$ cat src/rtl/xgmii_rx_deframer_if.sv
// Beat stream produced by the XGMII RX deframer: payload, byte-keep, frame markers and length.
interface xgmii_rx_deframer_if;
  logic [63:0] rx_data;
  logic [7:0]  rx_keep;
  logic        rx_valid;
  logic        rx_sof;
  logic        rx_eof;
  logic        rx_err;
  logic [15:0] rx_len;

  modport master (output rx_data, rx_keep, rx_valid, rx_sof, rx_eof, rx_err, rx_len);
  modport slave  (input  rx_data, rx_keep, rx_valid, rx_sof, rx_eof, rx_err, rx_len);
endinterface

$ cat src/rtl/xgmii_rx_deframer.sv
// Lane-aligned XGMII RX deframer: checks/strips preamble+SFD, emits keep/sof/eof beats
// through a one-word pending register, and counts good and bad frames.
module xgmii_rx_deframer #(
  parameter logic [15:0] MaxLen = 16'd1518,
  parameter logic [15:0] MinLen = 16'd64
) (
  input  logic                        xgmii_rx_clk,
  input  logic                        sys_rst,
  input  logic [63:0]                 xgmii_rxd_i,
  input  logic [7:0]                  xgmii_rxc_i,
  xgmii_rx_deframer_if.master         rx,
  output logic [31:0]                 good_cnt,
  output logic [31:0]                 bad_cnt
);

  localparam logic [1:0]  IDLE = 2'd0;
  localparam logic [1:0]  DATA = 2'd1;
  localparam logic [1:0]  DROP = 2'd2;
  localparam logic [63:0] START_WORD = 64'hD5555555555555FB;

  logic [1:0]  state, state_n;
  logic        pend_valid, pend_valid_n;
  logic [63:0] pend_data, pend_data_n;
  logic [7:0]  pend_keep, pend_keep_n;
  logic        pend_sof, pend_sof_n;
  logic        pend_last, pend_last_n;
  logic        first, first_n;
  logic [15:0] cnt, cnt_n;
  logic        errf, errf_n;

  logic [63:0] o_data;
  logic [7:0]  o_keep;
  logic        o_valid, o_sof, o_eof, o_err;
  logic [15:0] o_len;
  logic        good_inc;
  logic [1:0]  bad_inc;

  // Input word decode
  logic        has_ctl, found, is_term, is_start, bad_pre, tail_err;
  logic [2:0]  k_lane;
  logic [7:0]  part_keep;
  logic [63:0] part_data;

  function automatic logic [15:0] sat_add(input logic [15:0] a, input logic [15:0] b);
    logic [16:0] s;
    s = {1'b0, a} + {1'b0, b};
    return s[16] ? 16'hFFFF : s[15:0];
  endfunction

  always_comb begin
    has_ctl   = |xgmii_rxc_i;
    found     = 1'b0;
    k_lane    = '0;
    tail_err  = 1'b0;
    part_data = '0;
    for (int unsigned i = 0; i < 8; i++) begin
      if (!found && xgmii_rxc_i[i]) begin
        k_lane = 3'(i);
        found  = 1'b1;
      end
    end
    for (int unsigned i = 0; i < 8; i++) begin
      if (i > 32'(k_lane) && !(xgmii_rxc_i[i] && xgmii_rxd_i[8*i +: 8] == 8'h07))
        tail_err = 1'b1;
      if (i < 32'(k_lane))
        part_data[8*i +: 8] = xgmii_rxd_i[8*i +: 8];
    end
    part_keep = ~(8'hFF << k_lane);
    is_term   = has_ctl && (xgmii_rxd_i[{k_lane, 3'b000} +: 8] == 8'hFD);
    is_start  = (xgmii_rxc_i == 8'h01) && (xgmii_rxd_i == START_WORD);
    bad_pre   = xgmii_rxc_i[0] && (xgmii_rxd_i[7:0] == 8'hFB) && !is_start;
  end

  // Each branch only decides whether the pending word leaves and whether it closes
  // the frame; beat formation and counter bookkeeping are shared below.
  always_comb begin
    logic emit, emit_eof, force_err, restart;
    state_n      = state;
    pend_valid_n = pend_valid;
    pend_data_n  = pend_data;
    pend_keep_n  = pend_keep;
    pend_sof_n   = pend_sof;
    pend_last_n  = pend_last;
    first_n      = first;
    cnt_n        = cnt;
    errf_n       = errf;
    emit         = 1'b0;
    emit_eof     = 1'b0;
    force_err    = 1'b0;
    restart      = 1'b0;
    bad_inc      = '0;

    case (state)
      IDLE: begin
        if (pend_valid && pend_last) begin
          emit         = 1'b1;
          emit_eof     = 1'b1;
          pend_valid_n = 1'b0;
          pend_last_n  = 1'b0;
        end
        if (is_start)
          restart = 1'b1;
        else if (bad_pre)
          bad_inc = 2'd1;
      end
      DATA: begin
        if (is_start) begin
          emit         = 1'b1;
          emit_eof     = 1'b1;
          force_err    = 1'b1;
          pend_valid_n = 1'b0;
          restart      = 1'b1;
        end else if (!has_ctl) begin
          emit = 1'b1;
          if (pend_valid && cnt > MaxLen) begin
            emit_eof     = 1'b1;
            pend_valid_n = 1'b0;
            state_n      = DROP;
          end else begin
            pend_valid_n = 1'b1;
            pend_data_n  = xgmii_rxd_i;
            pend_keep_n  = 8'hFF;
            pend_sof_n   = first;
            pend_last_n  = 1'b0;
            first_n      = 1'b0;
            cnt_n        = sat_add(cnt, 16'd8);
          end
        end else if (is_term) begin
          emit      = 1'b1;
          force_err = tail_err;
          state_n   = IDLE;
          if (k_lane == 3'd0 || (pend_valid && cnt > MaxLen)) begin
            emit_eof     = 1'b1;
            pend_valid_n = 1'b0;
          end else begin
            pend_valid_n = 1'b1;
            pend_data_n  = part_data;
            pend_keep_n  = part_keep;
            pend_sof_n   = first;
            pend_last_n  = 1'b1;
            first_n      = 1'b0;
            cnt_n        = sat_add(cnt, {13'd0, k_lane});
            errf_n       = errf | tail_err;
          end
        end else begin
          emit         = 1'b1;
          emit_eof     = 1'b1;
          force_err    = 1'b1;
          pend_valid_n = 1'b0;
          state_n      = IDLE;
        end
      end
      DROP: begin
        if (is_start)
          restart = 1'b1;
        else if (is_term)
          state_n = IDLE;
      end
      default: state_n = IDLE;
    endcase

    if (restart) begin
      state_n = DATA;
      first_n = 1'b1;
      cnt_n   = '0;
      errf_n  = 1'b0;
    end

    o_valid  = emit && pend_valid;
    o_data   = '0;
    o_keep   = '0;
    o_sof    = 1'b0;
    o_eof    = 1'b0;
    o_err    = 1'b0;
    o_len    = '0;
    good_inc = 1'b0;
    if (o_valid) begin
      o_data = pend_data;
      o_keep = pend_keep;
      o_sof  = pend_sof;
      o_eof  = emit_eof;
      if (emit_eof) begin
        o_len = cnt;
        o_err = errf | force_err | (cnt < MinLen) | (cnt > MaxLen);
        if (o_err)
          bad_inc = bad_inc + 2'd1;
        else
          good_inc = 1'b1;
      end
    end else if (emit && emit_eof) begin
      bad_inc = bad_inc + 2'd1;
    end
  end

  always_ff @(posedge xgmii_rx_clk or posedge sys_rst) begin
    if (sys_rst) begin
      state       <= IDLE;
      pend_valid  <= 1'b0;
      pend_data   <= '0;
      pend_keep   <= '0;
      pend_sof    <= 1'b0;
      pend_last   <= 1'b0;
      first       <= 1'b0;
      cnt         <= '0;
      errf        <= 1'b0;
      rx.rx_data  <= '0;
      rx.rx_keep  <= '0;
      rx.rx_valid <= 1'b0;
      rx.rx_sof   <= 1'b0;
      rx.rx_eof   <= 1'b0;
      rx.rx_err   <= 1'b0;
      rx.rx_len   <= '0;
      good_cnt    <= '0;
      bad_cnt     <= '0;
    end else begin
      state       <= state_n;
      pend_valid  <= pend_valid_n;
      pend_data   <= pend_data_n;
      pend_keep   <= pend_keep_n;
      pend_sof    <= pend_sof_n;
      pend_last   <= pend_last_n;
      first       <= first_n;
      cnt         <= cnt_n;
      errf        <= errf_n;
      rx.rx_data  <= o_data;
      rx.rx_keep  <= o_keep;
      rx.rx_valid <= o_valid;
      rx.rx_sof   <= o_sof;
      rx.rx_eof   <= o_eof;
      rx.rx_err   <= o_err;
      rx.rx_len   <= o_len;
      good_cnt    <= good_cnt + 32'(good_inc);
      bad_cnt     <= bad_cnt + 32'(bad_inc);
    end
  end

endmodule

$ cat src/flat_wrapper.sv
// flat-port wrapper written by rule: the top's interface ports become plain ports
module xgmii_rx_deframer_flat 
#(
  parameter logic [15:0] MaxLen = 16'd1518,
  parameter logic [15:0] MinLen = 16'd64
)
  (xgmii_rx_clk, sys_rst, xgmii_rxd_i, xgmii_rxc_i, good_cnt, bad_cnt, rx_rx_data, rx_rx_keep, rx_rx_valid, rx_rx_sof, rx_rx_eof, rx_rx_err, rx_rx_len);
  xgmii_rx_deframer_if rx_i ();
  input  logic xgmii_rx_clk;
  input  logic sys_rst;
  input  logic [63:0] xgmii_rxd_i;
  input  logic [7:0] xgmii_rxc_i;
  output logic [31:0] good_cnt;
  output logic [31:0] bad_cnt;
  output wire logic [$bits(rx_i.rx_data)-1:0] rx_rx_data;
  output wire logic [$bits(rx_i.rx_keep)-1:0] rx_rx_keep;
  output wire logic [$bits(rx_i.rx_valid)-1:0] rx_rx_valid;
  output wire logic [$bits(rx_i.rx_sof)-1:0] rx_rx_sof;
  output wire logic [$bits(rx_i.rx_eof)-1:0] rx_rx_eof;
  output wire logic [$bits(rx_i.rx_err)-1:0] rx_rx_err;
  output wire logic [$bits(rx_i.rx_len)-1:0] rx_rx_len;
  assign rx_rx_data = rx_i.rx_data;
  assign rx_rx_keep = rx_i.rx_keep;
  assign rx_rx_valid = rx_i.rx_valid;
  assign rx_rx_sof = rx_i.rx_sof;
  assign rx_rx_eof = rx_i.rx_eof;
  assign rx_rx_err = rx_i.rx_err;
  assign rx_rx_len = rx_i.rx_len;
  xgmii_rx_deframer #(.MaxLen(MaxLen), .MinLen(MinLen)) u_core (.xgmii_rx_clk(xgmii_rx_clk), .sys_rst(sys_rst), .xgmii_rxd_i(xgmii_rxd_i), .xgmii_rxc_i(xgmii_rxc_i), .rx(rx_i), .good_cnt(good_cnt), .bad_cnt(bad_cnt));
endmodule
$ cat config.mk
export PLATFORM = sky130hd
export DESIGN_NAME = xgmii_rx_deframer_flat
export DESIGN_NICKNAME = d
export VERILOG_FILES = /design/src/rtl/xgmii_rx_deframer_if.sv /design/src/rtl/xgmii_rx_deframer.sv /design/src/flat_wrapper.sv
export SDC_FILE = /design/constraint.sdc
export NUM_CORES = 1
export LEC_CHECK = 0
export CAP_MARGIN = 20
export CORE_ASPECT_RATIO = 0.7
export CORE_MARGIN = 3
export CORE_UTILIZATION = 55
export CTS_BUF_LIST = sky130_fd_sc_hd__clkbuf_4
export DETAILED_ROUTE_END_ITERATION = 8
export DONT_BUFFER_PORTS = 1
export PLACE_DENSITY = 0.68
export SETUP_SLACK_MARGIN = 0.1
export SYNTH_ARGS = -nofsm -noshare
export SYNTH_HDL_FRONTEND = slang
export SYNTH_SLANG_ARGS = --single-unit
$ cat constraint.sdc
create_clock -name xgmii_rx_clk -period 11.3 [get_ports xgmii_rx_clk]
set_clock_uncertainty 0.05 [all_clocks]
set_input_delay 2.26 -clock xgmii_rx_clk [delete_from_list [all_inputs] [get_ports xgmii_rx_clk]]
set_output_delay 2.26 -clock xgmii_rx_clk [all_outputs]
set_load 0.005 [all_outputs]
==> flow_summary.toml, run 1 <==
[final_layout]
mostFrequentLayoutCells = "250 x dfrtp_1, 189 x nand2_1, 94 x and3_1"
layout.nets = 1214
areaGrowthSynthToFinish_pct = 8.17
mostFrequentLayoutCell = "dfrtp_1"
drive_gt1_share_pct = 10.7
fillers = 1672

[logic_synthesis]
synth_top_family_by_area = "simple AND/OR/NAND/NOR gates"
synth_area_per_cell_um2 = 10.1
yosys_warnings = 0
muxShareOfSynthArea_pct = 1.21
synthAdderAreaFrac_pct = 1.47
synth_compound_area_share_pct = 11.3
synthSimpleGateAreaFrac_pct = 22.6
synth_ff_type = "dfrtp_1"
synth_cell_types = 71
synth_edf_count = 0
ys_seq_area_share_pct = 55.8
async_flop_share_pct = 100
synth_nets = 1198
synth_cells = 1112
synth_xor_area_share_pct = 4.82
syn_area_um2 = 11300
ys_ff_latch = 251

[drt]
dr.first_iter.drc_count = 834
vias = 8774
dr.pass1.iters = 5
drt-total-wl_mm = 32.6
avgViaCountPerCell = 6.10
post_drt_wl_per_cell_um = 22.6
final_antenna_net_count = 0
route.detailed.drc = 0

[critical_path]
crit_type = "in2reg"
critPathArrivalTime_ps = 7100
worstPathRequired_ps = 11810
path_max_fanout = 15
start_kind = "input pin"
critPathCaptureType = "flop"

[clock_network]
cts_setup_buffers = 0
path_clk_slew_ps = 60
clock_path_buffers = 3
clk_latency_ps = 690
cts_tree = "done"
numClockSinks = 251
numCtsBuffers = 58
cts_hold_buf = 0
cts_htree_levels = 2
cts-root-buf = "clkbuf_4"
cts_resized = 0

[sta]
setup_slack_ps = 4710
fin_hold_ws_ps = 418
min_period_ps = 6590
setup_tns_ps = 0
worstMarginPinSlew_ps = 1020
setup_viol = 0
hold_viol = 0
max_freq_mhz = 152
slew_violations = 0
slew_headroom_pct = 31.9
min_period_over_period_pct = 58.3
rsz0062_at_grt = "false"

[place]
dp_hpwl_mm = 23.4
place.gp.congestion = 1.03
port-buffer-count = 0
pre_cts_ws_ps = 4080

[power_and_ir_drop]
powerDensity_nw_per_um2 = 137
power_leakage_nw = 5.94
ir_worst_vdd_mv = 0.0799

[floorplan]
dieArea_um2 = 22300
pin_count = 230
core_area_um2 = 20000
die_height_um = 126
rows = 43
start_util_pct = 56.4
die_x_um = 177

[hold_path]
hold_path_class = "reg2reg"

[job]
maxCapViolCount = 0

[grt]
grt_pass1_wl_mm = 50.8
grt-ovfl-total = 0
antenna_found_initial = 1
grtUsageTotal_pct = 29.3
grt_pass1_vias = 8572
grt_max_degree = 118

[status]
status = "finished, final reports clean"
-- worst max-delay path, cell delays in order --
cell and delay (ps):
nor2_1 600, nand2_1 580, nand2_2 410, a31oi_1 130, a2111oi_1 420, o211ai_1 200
o21ai_1 280, inv_1 80, ha_1 180, a22o_1 230, ha_1 280, a21oi_1 70
nor2_1 150, and3_1 320, and2_1 220, nor2b_1 340, nand3_1 180, xnor2_1 160
-- state kept, by name, summed over array words and instances (netlist names) --
signal / count
u_core.rx.rx_valid: 1
u_core.rx.rx_data: 64
u_core.good_cnt: 32
u_core.rx.rx_sof: 1
u_core.pend_sof: 1
u_core.rx.rx_len: 16
u_core.pend_valid: 1
u_core.rx.rx_keep: 8
u_core.rx.rx_err: 1
u_core.rx.rx_eof: 1
u_core.errf: 1
u_core.state: 2
u_core.pend_keep: 8
u_core.bad_cnt: 32
u_core.pend_last: 1
u_core.first: 1
u_core.cnt: 16
u_core.pend_data: 64
-- where the power goes --
| part | leakage [nW] | internal, mW | switching [mW] |
|---|---|---|---|
| registers | 3.49 | 0.899 | 0.000447 |
| clock network | 0.425 | 0.358 | 0.344 |
| logic | 2.03 | 0.0167 | 0.0469 |
| total | 5.94 | 1.27 | 0.391 |
-- per-stage QoR --
stage          utilization [%]  std cells  cell area, um2  power, mW
2_1_floorplan                -       1112           11300      0.963
3_3_place_gp              57.4       1338           11500      0.981
3_5_place_dp              57.4       1338           11500      0.979
4_1_cts                   61.0       1437           12200       1.69
5_1_grt                   61.1       1439           12200       1.74
6_report                  61.1       1439           12200       1.67
-- cell type report --
| type | instances | area, um2 | share of cell area (%) |
|---|---|---|---|
| clock buffers | 83 | 623 | 5.11 |
| clock inverters | 16 | 93.8 | 0.770 |
| repair buffers | 10 | 75.1 | 0.616 |
| inverters | 20 | 82.6 | 0.678 |
| multi-input cells | 787 | 4690 | 38.5 |
| flip-flops and latches | 251 | 6280 | 51.6 |
| well taps | 270 | 338 | 2.77 |
| diodes | 2 | 5.00 | 0.0411 |
-- cells in the mapped netlist (18+ instances only) --
cell | number | area share [%]
clkbuf_1 | 36 | 1.2
nor2_1 | 54 | 1.8
and2_1 | 21 | 1.2
a21oi_1 | 18 | 0.80
nor4_1 | 21 | 1.2
xnor2_1 | 42 | 3.3
nand2_1 | 189 | 6.3
dfrtp_1 | 251 | 56
inv_1 | 18 | 0.60
nand3_1 | 49 | 2.2
o21ai_0 | 80 | 3.6
and3_1 | 94 | 5.2
xor2_1 | 20 | 1.6
-- cells by family (layout without fill, tap and decap cells) --
group / after synthesis / in the layout
compound gates: 191 / 191
mux: 13 / 13
simple gates: 509 / 509
xor+xnor: 62 / 62
fa+ha+maj: 12 / 12
other cells: 0 / 2
buf+inv: 74 / 129
flops: 251 / 251
-- path summary, 6_finish.rpt --
| path | start | to | slack, ps | depth (start not counted) |
|---|---|---|---|---|
| max in group asynchronous | sys_rst | u_core.rx.rx_data[29]$_DFF_PP0_ | 8290 | 2 |
| min in group asynchronous | sys_rst | u_core.bad_cnt[16]$_DFF_PP0_ | 1530 | 1 |
| max | xgmii_rxc_i[0] | u_core.bad_cnt[27]$_DFF_PP0_ | 4710 | 18 |
| max reg2reg | u_core.cnt[1]$_DFFE_PP0P_ | u_core.bad_cnt[27]$_DFF_PP0_ | 6340 | 18 |
| min reg2reg | u_core.pend_data[35]$_DFFE_PP0P_ | u_core.pend_data[35]$_DFFE_PP0P_ | 420 | 2 |
| min | u_core.pend_data[35]$_DFFE_PP0P_ | u_core.pend_data[35]$_DFFE_PP0P_ | 420 | 2 |
-- layer usage --
| metal | vias up | track usage (%) | wire [um] |
|---|---|---|---|
| li1 | 4014 | - | - |
| met1 | 4256 | 44.3 | 14800 |
| met2 | 451 | 39.0 | 13100 |
| met3 | 53 | 12.4 | 4150 |
| met4 | 0 | 6.79 | 516 |
| met5 | - | 0 | 0 |
(Power assumes the default switching activity.)
==> run 2: changes to the inputs <==
Settings changed: PLACE_DENSITY 0.68 to 0.71.
Clock period 11.3 ns to 5.94 ns, I/O delays scaled along.
==> flow_summary.toml, run 2 (same netlist as run 1, synthesis figures left out) <==
[power_and_ir_drop]
p_comb_share_pct = 3.8
netSwitchingFraction_pct = 23.9
netSwitchingPower_uw = 766
p_int_mw = 2.44
power_leakage_nw = 6.03
powerDensity_nw_per_um2 = 260
clkPwrFrac_pct = 42.9
seq_power_share_pct = 53.3
ir_worst_vdd_mv = 0.181
p_total_mw = 3.21

[place]
place_area_um2 = 11600
dp_hpwl_mm = 22.6
place.gp.congestion = 1.02
port-buffer-count = 0

[grt]
grt_max_degree = 140
grt_util_met3_pct = 7.66
grt_pass1_wl_mm = 49.1
grt_pass1_vias = 8449
grt_use_met1_pct = 44.4
gr-usage-met2_pct = 37.8
grt-ovfl-total = 0
grt-busiest-layer = "met1"
grtUsageTotal_pct = 27.9
antenna_found_initial = 1

[clock_network]
cts_tree = "done"
cts_htree_levels = 2
cts-root-buf = "clkbuf_4"
numClockSinks = 251
path_clk_slew_ps = 70
clock_path_buffers = 3
clk_latency_ps = 680
cts_resized = 0
numCtsBuffers = 57
cts_setup_buffers = 0
cts_hold_buf = 0

[drt]
route.detailed.drc = 0
final_antenna_net_count = 0
drt-total-wl_mm = 31.4
post_drt_wl_per_cell_um = 21.5
vias = 8808
dr.first_iter.drc_count = 1083
dr.pass1.iters = 6
avgViaCountPerCell = 6.04

[floorplan]
die_x_um = 177
start_util_pct = 56.4
rows = 43
core_area_um2 = 20000
dieArea_um2 = 22300
pin_count = 230
die_height_um = 126

[critical_path]
worstPathRequired_ps = 6480
critPathBufInv = 2
crit_type = "in2reg"
path_depth = 17
path_max_fanout = 20
path_cells = "or4_1 > or3_1 > buf_4 > nor2_1 > o21ai_1 > o211a_1 > and2_1 > a21oi_4 > and2_1 > ha_1 > ha_1 > and3_1 > inv_1 > nor2_1 > nand4_1 > nor3_1 > xnor2_1"
critPathArrivalTime_ps = 5570
critPathCaptureType = "flop"
r2r.worst_path.cells = 18
cp_slowest_cell = "or4_1"
slowest_delay_ps = 550
critPathTopFamily = "simple AND/OR/NAND/NOR gates"
start_kind = "input pin"

[final_layout]
mostFrequentLayoutCell = "dfrtp_1"
reg.largest.list = "u_core.pend_data x64, u_core.rx.rx_data x64"
stdcell_area_um2 = 12300
mostFrequentLayoutCells = "250 x dfrtp_1, 189 x nand2_1, 94 x and3_1"
drive_gt1_share_pct = 12.1
areaGrowthSynthToFinish_pct = 9.50
layout.nets = 1228
fillers = 1709

[sta]
setup_viol = 0
slew_violations = 0
hold_viol = 0
slew_headroom_pct = 49.2
setup_tns_ps = 0
rsz0062_at_grt = "false"
max_freq_mhz = 199
min_period_ps = 5040
worstMarginPinSlew_ps = 752
min_period_over_period_pct = 84.8

[hold_path]
whs_path_depth = 2
hold_path_class = "reg2reg"

[job]
maxCapViolCount = 0

[status]
status = "finished, final reports clean"
run 2: layout make-up:
type | count | area [um2] | area share, %
sequential | 251 | 6280 | 50.9
timing repair buffer | 25 | 200 | 1.62
clock buffer | 84 | 631 | 5.11
tap | 270 | 338 | 2.74
antenna | 1 | 2.50 | 0.0203
inverter | 20 | 78.8 | 0.639
multi-input combinational | 787 | 4680 | 38.0
clock inverter | 20 | 121 | 0.984
run 2: path summary, 6_finish.rpt:
path	from	end	slack, ps
setup / recovery	xgmii_rxc_i[0]	u_core.good_cnt[30]$_DFF_PP0_	900
hold / removal	u_core.pend_data[39]$_DFFE_PP0P_	u_core.pend_data[39]$_DFFE_PP0P_	420
setup reg to reg	u_core.cnt[1]$_DFFE_PP0P_	u_core.bad_cnt[28]$_DFF_PP0_	1260
hold reg to reg	u_core.pend_data[39]$_DFFE_PP0P_	u_core.pend_data[39]$_DFFE_PP0P_	420
max in group asynchronous	sys_rst	u_core.pend_data[10]$_DFFE_PP0P_	4280
min in group asynchronous	sys_rst	u_core.rx.rx_data[24]$_DFF_PP0_	430
run 2: metal layers:
layer	vias to the layer above	routed length, um
li1	4022	-
met1	4297	14500
met2	444	13000
met3	45	3510
met4	0	376
met5	-	0
run 2: stage by stage:
stage / hold slack, ps / utilization [%] / cells / setup WS, ps
3_5_place_dp: 410 / 58.0 / 1353 / 231
6_report: 425 / 61.8 / 1458 / 904
5_1_grt: 435 / 61.8 / 1458 / 524
2_1_floorplan: 375 / - / 1112 / 479
3_3_place_gp: 392 / 58.0 / 1353 / 332
4_1_cts: 414 / 61.8 / 1457 / 980
run 2: power by group through the flow:
stage                     clock network (mW)  registers, mW  logic (mW)
final                                   1.38           1.71       0.123
after global routing                    1.50           1.71       0.136
after CTS                               1.41           1.71       0.122
after detailed placement                   0           1.74       0.122
after global placement                     0           1.74       0.124
after floorplan                            0           1.74      0.0882
run 2: worst min-delay path, stage by stage (launching register included):
cell,delay (ps)
dfrtp_1,340
nand2_1,40
o21ai_0,50
==> run 3: changes to the inputs <==
Settings changed: PLACE_DENSITY 0.71 to 0.68.
Clock period 5.94 ns to 4.8 ns, I/O delays scaled along.
==> flow_summary.toml, run 3 (same netlist as run 1, synthesis figures left out) <==
[status]
status = "finished, final reports clean"

[critical_path]
start_kind = "input pin"
r2r.worst_path.cells = 18
worstPathRequired_ps = 5300
critPathCaptureType = "flop"
slowest_delay_ps = 510
path_common_cell = "ha_1"
critPathArrivalTime_ps = 4900
r2r_slack_ps = 630
path_max_fanout = 13
cp_slowest_cell = "or4_4"
path_cells = "or4_4 > or3_1 > buf_12 > a211oi_1 > nor4_1 > o22ai_1 > o211ai_1 > o21ai_2 > inv_1 > ha_1 > a22o_1 > ha_1 > a21oi_1 > nor2_1 > and3_4 > and2_1 > nor2b_4 > nand3_1 > xnor2_1"
crit_type = "in2reg"

[floorplan]
rows = 43
die_height_um = 126
die_x_um = 177
dieArea_um2 = 22300
core_area_um2 = 20000
pin_count = 230
start_util_pct = 56.4

[drt]
avgViaCountPerCell = 6.01
final_antenna_net_count = 0
post_drt_wl_per_cell_um = 21.9
drt-total-wl_mm = 33.3
dr.first_iter.drc_count = 745
vias = 9133
dr.pass1.iters = 5
route.detailed.drc = 0

[grt]
grtUsageTotal_pct = 29.8
grt_max_degree = 121
antenna_found_initial = 1
grt_pass1_wl_mm = 51.8
grt-ovfl-total = 0
grt_pass1_vias = 8894

[final_layout]
final_cells = 1520
fillers = 1647
areaGrowthSynthToFinish_pct = 14.8
reg.largest.list = "u_core.pend_data x64, u_core.rx.rx_data x64"
multi_input_area_um2 = 4770
mostFrequentLayoutCell = "dfrtp_1"
mostFrequentLayoutCells = "250 x dfrtp_1, 187 x nand2_1, 92 x and3_1"
seqCellArea_um2 = 6280
final_util_pct = 64.8
drive_gt1_share_pct = 17.7
layout.nets = 1294

[power_and_ir_drop]
p_int_mw = 2.99
clkPwrFrac_pct = 41.6
seq_power_share_pct = 53.8
power_leakage_nw = 6.39
p_total_mw = 3.94
powerDensity_nw_per_um2 = 305
ir_worst_vdd_mv = 0.247
p_comb_share_pct = 4.6
netSwitchingPower_uw = 946
netSwitchingFraction_pct = 24.0

[clock_network]
numCtsBuffers = 58
path_clk_slew_ps = 70
clk_latency_ps = 670
cts_setup_buffers = 0
cts_resized = 0
cts_tree = "done"
cts-root-buf = "clkbuf_4"
clock_path_buffers = 3
cts_hold_buf = 0
cts_htree_levels = 2
numClockSinks = 251

[place]
port-buffer-count = 0
dp_cells = 1418
dp_hpwl_mm = 24.3
place.gp.congestion = 0.998

[sta]
min_period_ps = 4400
hold_viol = 0
slew_violations = 0
min_period_over_period_pct = 91.7
slew_headroom_pct = 38.5
worstMarginPinSlew_ps = 919
setup_tns_ps = 0
setup_viol = 0
rsz0062_at_grt = "false"
max_freq_mhz = 227
fin_hold_ws_ps = 146

[job]
maxCapViolCount = 0

[hold_path]
hold_path_class = "in2async"
-- run 3: cell types whose count changed in the layout (fill, tap and decap cells not counted), moves of 2 or more --
cell and delta:
nand2_1 -2, and3_4 +2, clkinv_2 -3, buf_4 +60
nor2_2 +3, nor2_1 -4, and3_1 -2, buf_12 +5
-- run 3: metrics by stage --
| step | setup slack (ps) | cell area [um2] |
|---|---|---|
| 3_3_place_gp | -258 | 12200 |
| 3_5_place_dp | -386 | 12200 |
| 2_1_floorplan | -87.1 | 11400 |
| 5_1_grt | 154 | 12900 |
| 4_1_cts | 364 | 12900 |
| 6_report | 398 | 12900 |
-- run 3: metal layers --
layer	track usage, %	wire length, um
met5	0	0
met4	7.76	614
met3	8.77	3370
met2	40.7	13800
met1	46.5	15600
-- run 3: cell type report --
type / instances / area share, %
tap: 270 / 2.61
sequential: 251 / 48.6
antenna: 1 / 0.0194
inverter: 20 / 0.610
clock buffer: 85 / 4.94
clock inverter: 16 / 0.561
multi-input combinational: 787 / 36.9
timing repair buffer: 90 / 5.81
-- run 3: final timing paths --
check,from,to
max,xgmii_rxc_i[0],u_core.bad_cnt[25]$_DFF_PP0_
min,sys_rst,u_core.rx.rx_data[38]$_DFF_PP0_
max reg2reg,u_core.cnt[11]$_DFFE_PP0P_,u_core.bad_cnt[25]$_DFF_PP0_
min reg2reg,u_core.pend_keep[0]$_DFFE_PP0P_,u_core.pend_keep[0]$_DFFE_PP0P_
max in group asynchronous,sys_rst,u_core.pend_data[2]$_DFFE_PP0P_
min in group xgmii_rx_clk,xgmii_rxd_i[44],u_core.pend_data[44]$_DFFE_PP0P_
-- run 3: worst max-delay path, delay by kind of cell --
kind / cells / cell delay (ps)
simple gates: 8 / 1960
compound gates: 6 / 1100
fa+ha+maj: 2 / 450
buf+inv: 2 / 270
xor+xnor: 1 / 140
-- run 3: power groups by stage --
stage	clock, mW	sequential, mW	combinational [mW]
final	1.64	2.12	0.183
after global routing	1.80	2.11	0.200
after CTS	1.69	2.12	0.183
after detailed placement	0	2.16	0.182
after global placement	0	2.16	0.185
after floorplan	0	2.16	0.113
